==> src/rtl/counter_defs.vh <==
// Shared counter definitions: default geometry, the BCD modulus constant and
// an elaboration-time parameter range check.
// Safe to include from several files of the same compilation unit.
`ifndef COUNTER_DEFS_VH
`define COUNTER_DEFS_VH

`define CNT_DEF_WIDTH   4
`define CNT_DEF_MODULUS 10
`define MOD_BCD         10

// Expands to a generate block that stops elaboration when val is
// outside lo..hi.
`define CNT_RANGE_CHECK(val, lo, hi) \
   if (((val) < (lo)) || ((val) > (hi))) begin \
      $error("counter parameter out of range: %0d not in %0d..%0d", (val), (lo), (hi)); \
   end

`endif

==> src/rtl/sync_upcounter_mod_pkg.sv <==
// Shared types for the synchronous up counter: per-edge operation select and
// the priority function that picks it (clear > load > wrap/increment > hold).
// Latency: none (types and pure functions only). Backpressure: not applicable.
`include "counter_defs.vh"

package sync_upcounter_mod_pkg;

   localparam int DEF_WIDTH   = `CNT_DEF_WIDTH;
   localparam int DEF_MODULUS = `CNT_DEF_MODULUS;
   localparam int MOD_BCD     = `MOD_BCD;

   typedef enum logic [2:0] {
      OP_HOLD = 3'd0,
      OP_CLR  = 3'd1,
      OP_LD   = 3'd2,
      OP_WRAP = 3'd3,
      OP_INC  = 3'd4
   } cnt_op_t;

   // at_top is "q >= MODULUS-1", so out-of-range loaded values also wrap.
   function automatic cnt_op_t sel_op(input logic clr, input logic ld,
                                      input logic en, input logic at_top);
      cnt_op_t op;
      op = OP_HOLD;
      if (clr)         op = OP_CLR;
      else if (ld)     op = OP_LD;
      else if (en)     op = at_top ? OP_WRAP : OP_INC;
      return op;
   endfunction

endpackage

==> src/rtl/sync_upcounter_mod_tff.sv <==
// T flip-flop with asynchronous active-low reset to q=0; toggles on rising clk when t=1.
// Latency: 1 cycle from t to q. Backpressure: none.
// Ports: q/qb state and complement, clk, rst (0 = reset), t toggle enable.
module tff_arn (
   output logic q,
   output logic qb,
   input  logic clk,
   input  logic rst,
   input  logic t
);

   always_ff @(posedge clk or negedge rst) begin
      if (!rst)   q <= 1'b0;
      else if (t) q <= ~q;
   end

   assign qb = ~q;

endmodule

==> src/rtl/sync_upcounter_mod.sv <==
// Modulo-MODULUS up counter built from T flip-flops, with sync clear/load and cascade tc.
// Latency: 1 cycle for q; tc is combinational. Backpressure: none (en gates counting).
// Ports: clk, rst (async, 0 = reset), en, clr, ld, d (load value) -> q, qb = ~q, tc.
`include "counter_defs.vh"

module sync_upcounter_mod
   import sync_upcounter_mod_pkg::*;
#(
   parameter int WIDTH   = `CNT_DEF_WIDTH,
   parameter int MODULUS = `CNT_DEF_MODULUS
) (
   input  logic             clk,
   input  logic             rst,
   input  logic             en,
   input  logic             clr,
   input  logic             ld,
   input  logic [WIDTH-1:0] d,
   output logic [WIDTH-1:0] q,
   output logic [WIDTH-1:0] qb,
   output logic             tc
);

   `CNT_RANGE_CHECK(WIDTH, 2, 16)
   `CNT_RANGE_CHECK(MODULUS, 2, (1 << WIDTH))

   localparam logic [WIDTH-1:0] TOP = WIDTH'(MODULUS - 1);

   cnt_op_t          op;
   logic [WIDTH-1:0] t;
   logic             carry;

   assign op = sel_op(clr, ld, en, (q >= TOP));

   // Every update is a toggle mask: bits that must change get t=1.
   always_comb begin
      t     = '0;
      carry = 1'b1;
      unique case (op)
         OP_CLR,
         OP_WRAP: t = q;            // toggle every set bit -> all zero
         OP_LD:   t = q ^ d;        // toggle exactly the differing bits
         OP_INC: begin
            // bit i toggles when all lower bits are 1 (ripple AND chain)
            for (int i = 0; i < WIDTH; i++) begin
               t[i]  = carry;
               carry = carry & q[i];
            end
         end
         default: t = '0;
      endcase
   end

   for (genvar g = 0; g < WIDTH; g++) begin : g_bit
      tff_arn u_tff (
         .q   (q[g]),
         .qb  (qb[g]),
         .clk (clk),
         .rst (rst),
         .t   (t[g])
      );
   end

   // Carry to the next stage: asserted only on a real wrap edge.
   assign tc = en & (q == TOP) & ~clr & ~ld;

endmodule
==> config.mk <==
export PLATFORM = sky130hd
export DESIGN_NAME = sync_upcounter_mod
export DESIGN_NICKNAME = d
export VERILOG_FILES = /design/src/rtl/sync_upcounter_mod_pkg.sv /design/src/rtl/sync_upcounter_mod_tff.sv /design/src/rtl/sync_upcounter_mod.sv
export VERILOG_INCLUDE_DIRS = /design/src /design/src/rtl
export SDC_FILE = /design/constraint.sdc
export NUM_CORES = 1
export LEC_CHECK = 0
export BUFFER_PORTS_ARGS = -buffer_cell sky130_fd_sc_hd__buf_2
export CORE_AREA = 5 5 42 44
export DETAILED_ROUTE_END_ITERATION = 8
export DIE_AREA = 0 0 47 49
export GPL_TIMING_DRIVEN = 0
export MAX_ROUTING_LAYER = met4
export SLEW_MARGIN = 10
export SYNTH_ARGS = -nofsm -noshare
export SYNTH_HDL_FRONTEND = slang
export SYNTH_SLANG_ARGS = --single-unit
==> constraint.sdc <==
create_clock -name clk -period 1.4 [get_ports clk]
set_input_delay 0.28 -clock clk [delete_from_list [all_inputs] [get_ports clk]]
set_output_delay 0.28 -clock clk [all_outputs]
set_load 0.02 [all_outputs]
==> impl_results.md, run 1 <==
* Outcome: complete, but fails checks
* Failing checks: negative setup slack
* Final nets at 77
* Post-route insts no fill at between 80 and 90
* Ys async rst share at 100%
* Largest stage delay, worst path at 340 ps
* IO Port Bufs at 16
* Vias/cell at 4.49
* Dominant cell type by area after synthesis: dfrtp_1
* Post-route setup TNS at -6.20 ps
* Maximum clock rate at approximately 0.71 GHz
* First-pass GRT wire length at 1420 um
* Post-DP Area at 502 um^2
* WL final at 844 um
* Cell depth of the worst flop-to-flop path at 4
* Total clock buffers created by CTS at 3
* Post-synth EDFFs at 0
* Post-Synthesis Cells at 42
* Clock Root Buffer: clkbuf_4
* Drt pass-1 iters at 2
* Leakage power at 0.290 nW
* N_diodes at 0
* Final HPWL DP at 657 um
* Met1 wire length at 371 um
* Most common cell in the synthesized netlist: buf_4
* Placer Congestion at 0.732
* Initial DRC Count at 5
* Slew margin rel. at 79.0%
* Seq cells post-synth at 4
* Hold Path End: g_bit[1].u_tff.q
* Hold path start: d[1]
* Worst setup margin at -6.20 ps
* Topmost layer with routed signal wires: met3
* Setup slack, reg-to-reg at ~130 ps
* Placed Instances at 74
* Share of layout cells above drive strength 1 at 62.1%
* Type of the worst setup path: reg -> out
* Worst Path Arrival at 1130 ps
* Routed via count at 368
* Max Cap Viol at 0
* Biggest register: g_bit.u_tff.q
* Gr ovfl total at 0
* Max Slew Vio Count at 0
* Io pins at 18
* FF-to-FF Start: g_bit[1].u_tff.q
* Seq pwr share at 31.7%
* Synthesized cell area at 402 um^2
* Largest net degree at the start of global routing at 11
* # DRC at 0
* Fin. Hold Viols at 0
* Worst-path clk slew at 40 ps
* RSZ-0062 raised after global routing: true
* Net Sw Power at 0.135 mW
* Max stage delay cell, worst path: dfrtp_1
* Wire per inst at 10.3 um
* Worst vdd ir at 0.000388 V
* Warnings, synthesis at 0
* Total die area at between 0.002 and 0.0025 mm^2
* GR Util All Layers at roughly 8.8%
* Critical path endpoint category: output pin
* Worst-Margin Slew at between 300 and 400 ps
* Biggest regs: g_bit.u_tff.q (4)
* Initial antenna violation count at 0
* Clock sinks at 4
* PD cells at 756 mW/mm^2
* WL met3 at 57 um
* Largest register FFs at 4
* Post-synth top area share at 24.9%
* Die H at 49 um
* CP max FO at 2
* Core ar. at 0.00140 mm^2
* Dominant cells by area after synthesis: dfrtp_1 25%, buf_4 15%, a2111oi_4 6.9%
* Setup-failing EPs final at 1
* Internal power at 0.304 mW
* Period utilization at 100%
* CP Launch Type: register
* Fin Clk Skew at 3.16 ps
* Worst-skew pair later-pin latency at between 200 and 250 ps
* Mapped Avg Cell Area at 9.56 um^2
* Starting Density at between 20 and 30%
* Final min period at about 1400 ps
* WHS Path Cells at 3
* Commonest cells in the netlist: 8 x buf_4, 7 x inv_1, 4 x dfrtp_1
* Ys flop type: dfrtp_1
* H-Tree Depth at 1
* Clock power share at between 30% and 40%
* Crit path cell chain: nor4bb_4 > and3_1 > buf_6
* ANT nets after route at 0
* Critical Path RT at 1120 ps
* Vias in the first global route at 337
* Met2 routed WL at 415 um
* Fin util at 41.5%
* Post-synthesis sequential area ratio at 24.9%
* Logic pwr share at ~37%
* Syn_nets at 51
* Pre-CTS WS at -15.4 ps
* Synth cell types at 21
* Row cnt at 14
* Sw Ratio at about 30%
* Longest Clk Path Bufs at 2
* CTS tree: done
* Post-route cell area at 582 um^2
* Critical R2R Capture: g_bit[3].u_tff.q
* Die Span X at 47 um
* Hold Path Class: in -> reg
* Area grow syn2layout at 44.9%
-- power by group through the flow --
stage / clock (mW) / sequential, mW / combinational, mW
floorplan: 0 / 0.137 / 0.102
global placement: 0 / 0.141 / 0.139
detailed placement: 0 / 0.141 / 0.140
CTS: 0.148 / 0.139 / 0.159
global route: 0.151 / 0.141 / 0.176
finish: 0.140 / 0.139 / 0.161
-- stage by stage --
| stage | hold WS, ps | power [mW] |
|---|---|---|
| 2_1_floorplan | -15.6 | 0.239 |
| 3_5_place_dp | 87.0 | 0.281 |
| 3_3_place_gp | 87.8 | 0.280 |
| 5_1_grt | 322 | 0.469 |
| 4_1_cts | 299 | 0.447 |
| 6_report | 304 | 0.440 |
-- critical path: cells and delay by family (launching register included) --
kind | cells | cell delay, ps
DFF | 1 | 340
and+or+nand+nor | 2 | 430
buffers and inverters | 1 | 120
-- worst max path at each step --
stage | to | startpoint | cells after the start
after detailed placement | tc | clr | 4
final | tc | g_bit[0].u_tff.q | 3
after CTS | tc | g_bit[1].u_tff.q | 3
after floorplan | tc | ld | 3
after global routing | tc | g_bit[0].u_tff.q | 3
after global placement | tc | clr | 4
-- cells by family (layout without fill, tap and decap cells) --
| kind of cell | count (synthesis) | count (layout) | share of synthesized area (%) |
|---|---|---|---|
| buffers and inverters | 16 | 40 | 24.3 |
| AOI/OAI and AO/OA | 12 | 12 | 26.8 |
| and+or+nand+nor | 10 | 10 | 24.0 |
| DFF | 4 | 4 | 24.9 |
-- routing by layer --
layer,up-vias,track usage (%)
met5,-,-
met4,0,6.91
met3,0,1.48
met2,12,11.8
met1,164,11.1
li1,192,-
-- what timing repair did --
item,4_1_cts,5_1_grt
pin swaps,1,1
hold buffers,1,0
endpoints found under the hold margin,4,0
setup endpoints to repair,2,2
gates resized for setup,5,3
buffers inserted,4,0
-- placed cells by master, fill, tap and decap left out, drive strengths merged --
master / instances
dlygate4sd3: 1
and4bb: 1
o31ai: 2
nand3: 1
and3: 1
and3b: 1
a221oi: 2
o21ai: 1
dfrtp: 4
clkbuf: 4
o211ai: 1
a2111oi: 1
a21oi: 3
a31oi: 1
a211o: 1
nor2b: 4
nor4bb: 1
nor2: 1
inv: 7
buf: 28
-- final cells by class --
class	instances	area, um^2
plain buffers	9	71.3
clock buffers	3	22.5
fillers	156	820
inverters	7	28.8
multi-input cells	22	209
flip-flops and latches	4	101
well taps	16	20.0
repair buffers	21	129
Power figures use the tool's default switching activity.
==> run 2: changes to the inputs <==
--- a/config.mk
+++ b/config.mk
@@ -15,4 +15,5 @@
 export SLEW_MARGIN = 10
 export SYNTH_ARGS = -nofsm -noshare
 export SYNTH_HDL_FRONTEND = slang
+export SYNTH_HIERARCHICAL = 1
 export SYNTH_SLANG_ARGS = --single-unit
==> run 2 against run 1 <==
The run still ends with negative setup slack left. Clock skew rose by 7.5 ps. Sequential share of layout area rose by 2.2 points. Hold slack improved by 74 ps. Wire length rose by 22%. Global-route usage rose by 0.86 points. Critical path type unchanged. Largest power group unchanged.
==> impl_results.md, run 2 <==
* Area grow syn2layout at 58.5%
* CTS tree: done
* Post-DP Area at 443 um^2 (-12%)
* Starting Density at 24.1% (-4.6 points)
* Wire per inst at 12.4 um (+21%)
* Type of the worst setup path: reg -> out
* Vias/cell at 4.73 (+5.5%)
* Maximum clock rate at 0.679 GHz (-4.5%)
* RSZ-0062 raised after global routing: true
* Worst-skew pair later-pin latency at 240 ps (about the same)
* PD cells at 2170 mW/mm^2 (+190%)
* Post-synth EDFFs at 0 (unchanged)
* Initial antenna violation count at 0 (unchanged)
* Critical path endpoint category: output pin
* Biggest regs: g_bit.u_tff/q (4)
* Outcome: complete, but fails checks
* Leading cell type in the layout, fill and taps excluded: buf_2
* Post-route cell area at 536 um^2 (-8.0%)
* Slew margin rel. at 83.2% (+4.2 points)
* Drt pass-1 iters at 4 (+2)
* Max Cap Viol at 0 (unchanged)
* Worst vdd ir at 0.000841 V (+120%)
* Dominant cells by area after synthesis: dfrtp_1 30%, xor2_1 10%, inv_1 6.7%
* Final HPWL DP at 735 um (+12%)
* Synthesized cell area at 338 um^2 (-16%)
* Final min period at 1470 ps (+66.6 ps)
* Fin util at 38.2% (-3.3 points)
* Syn_nets at 51 (unchanged)
* Largest register FFs at 4 (unchanged)
* Failing checks: negative setup slack
* Total Power at 1.16 mW (+160%)
* Worst-path clk slew at 40 ps (about the same)
* Seq cells post-synth at 4 (unchanged)
* Ys async rst share at 100% (unchanged)
* Fin. Hold Viols at 0 (unchanged)
* Max stage delay cell, worst path: dfrtp_2
* Die Span X at 47 um (unchanged)
* Row cnt at 14 (unchanged)
* Post-synthesis sequential area ratio at 29.6% (+4.7 points)
* Die H at 49 um (unchanged)
* Warnings, synthesis at 6 (+6)
* First-pass GRT wire length at 1520 um (+6.8%)
* WL final at 1030 um (+22%)
* Post-synth top area share at 29.6% (+4.7 points)
* Critical Path RT at 1120 ps (about the same)
* Hold Path Class: in -> async
* Vias in the first global route at 356 (+5.6%)
* Core ar. at 0.00140 mm^2 (unchanged)
* Clock sinks at 4 (unchanged)
* Most common cell in the synthesized netlist: inv_1
* Placer Congestion at 0.769 (+5.2%)
* Share of layout cells above drive strength 1 at 52.2% (-9.9 points)
* Ys flop type: dfrtp_1
* Crit path cell chain: and3b_2 > and4b_2 > buf_6
* ANT nets after route at 0 (unchanged)
* Final nets at 78 (+1.3%)
* Post-route setup TNS at -72.7 ps (-66.6 ps)
* Worst-Margin Slew at 251 ps (-63.0 ps)
* Commonest cells after routing, fill and taps aside: 16 x buf_2, 6 x inv_1, 4 x xor2_1, 4 x dfrtp_2, 4 x buf_4
* Synth cell types at 20 (-4.8%)
* Post-Synthesis Cells at 42 (unchanged)
* Mapped Avg Cell Area at 8.04 um^2 (-16%)
* Worst Path Arrival at 1190 ps (+60 ps)
* Largest stage delay, worst path at 400 ps (+60 ps)
* Io pins at 18 (unchanged)
* Total clock buffers created by CTS at 3 (unchanged)
* Leakage power at 0.260 nW (-10%)
* Initial DRC Count at 12 (+7)
* Biggest register: g_bit.u_tff/q
* # DRC at 0 (unchanged)
* Max Slew Vio Count at 0 (unchanged)
* N_diodes at 0 (unchanged)
* GR Util All Layers at 9.62% (+0.86 points)
* CP Launch Type: register
* Total die area at 0.00230 mm^2 (unchanged)
* Pre-CTS WS at -5.65 ps (+9.73 ps)
* Dominant cell type by area after synthesis: dfrtp_1
* Gr ovfl total at 0 (unchanged)
* CP max FO at 2 (unchanged)
* # fillers at 163 (+4.5%)
* Period utilization at 105% (+4.8 points)
* Worst setup margin at -72.7 ps (-66.6 ps)
* Commonest cells in the netlist: 6 x inv_1, 4 x dfrtp_1, 4 x nor2_1, 4 x xor2_1
* Clock Root Buffer: clkbuf_4
* H-Tree Depth at 1 (unchanged)
* Setup-failing EPs final at 1 (unchanged)
* Routed via count at 393 (+6.8%)
* Area of the multi-input gates at 234 um^2 (+12%)
* Fin Clk Skew at 10.6 ps (+7.47 ps)
* FF+latch area at 105 um^2 (+3.7%)
* Largest net degree at the start of global routing at 10 (-1)
* Longest Clk Path Bufs at 2 (unchanged)
* IO Port Bufs at 17 (+1)
[run 2: cells by family (layout without fill, tap and decap cells)]
group	count (synthesis)	in the layout	synth area share, %
and+or+nand+nor	15	15	25.6
AOI/OAI and AO/OA	11	11	21.8
buffers and inverters	6	31	6.67
xor gates and xnor gates	4	4	10.4
DFF	4	4	29.6
muxes	2	2	5.93
[run 2: cell type report]
cell class | instances | area share (%)
Timing Repair Buffer | 22 | 24.5
Multi-Input combinational cell | 32 | 43.7
Clock buffer | 3 | 4.21
Inverter | 6 | 4.21
Tap cell | 16 | 3.74
Sequential cell | 4 | 19.6
[run 2: routing by layer]
| layer | GRT usage [%] | vias up | wire, um |
|---|---|---|---|
| li1 | - | 198 | - |
| met1 | 12.6 | 172 | 470 |
| met2 | 12.4 | 19 | 443 |
| met3 | 1.11 | 4 | 84 |
| met4 | 8.29 | 0 | 31 |
| met5 | - | - | 0 |
[run 2: final timing paths]
| kind | start | endpoint | slack, ps | depth (start not counted) |
|---|---|---|---|---|
| min in group clk | d[3] | g_bit[3].u_tff/q | 480 | 4 |
| max reg2reg | g_bit[3].u_tff/q | g_bit[2].u_tff/q | 50 | 5 |
| max | g_bit[3].u_tff/q | tc | -70 | 3 |
| min | rst | g_bit[0].u_tff/q | 380 | 2 |
| min reg2reg | g_bit[2].u_tff/q | g_bit[2].u_tff/q | 580 | 1 |
| max in group asynchronous | rst | g_bit[1].u_tff/q | 880 | 2 |
[run 2: stage by stage]
| stage | std cells | hold slack, ps |
|---|---|---|
| after CTS | 81 | 368 |
| final | 83 | 378 |
| after global placement | 75 | 85.7 |
| after detailed placement | 75 | 94.3 |
| after global routing | 83 | 394 |
| after floorplan | 42 | -15.6 |
[run 2: worst max-delay path: cells and delay by family (launching register included)]
family | cells | cell delay (ps)
and+or+nand+nor | 2 | 430
DFF | 1 | 400
buffers and inverters | 1 | 130
[run 2: power breakdown]
| part | total [mW] | internal (mW) | switching (mW) |
|---|---|---|---|
| Combinational | 0.712 | 0.302 | 0.410 |
| Sequential | 0.300 | 0.194 | 0.106 |
| Clock | 0.148 | 0.0961 | 0.0517 |
[run 2: timing repair]
item,4_1_cts,5_1_grt
endpoints found under the hold margin,4,0
gates resized for setup,7,5
setup endpoints to repair,3,4
hold buffers,1,0
pin swaps,2,2
buffers inserted,2,2
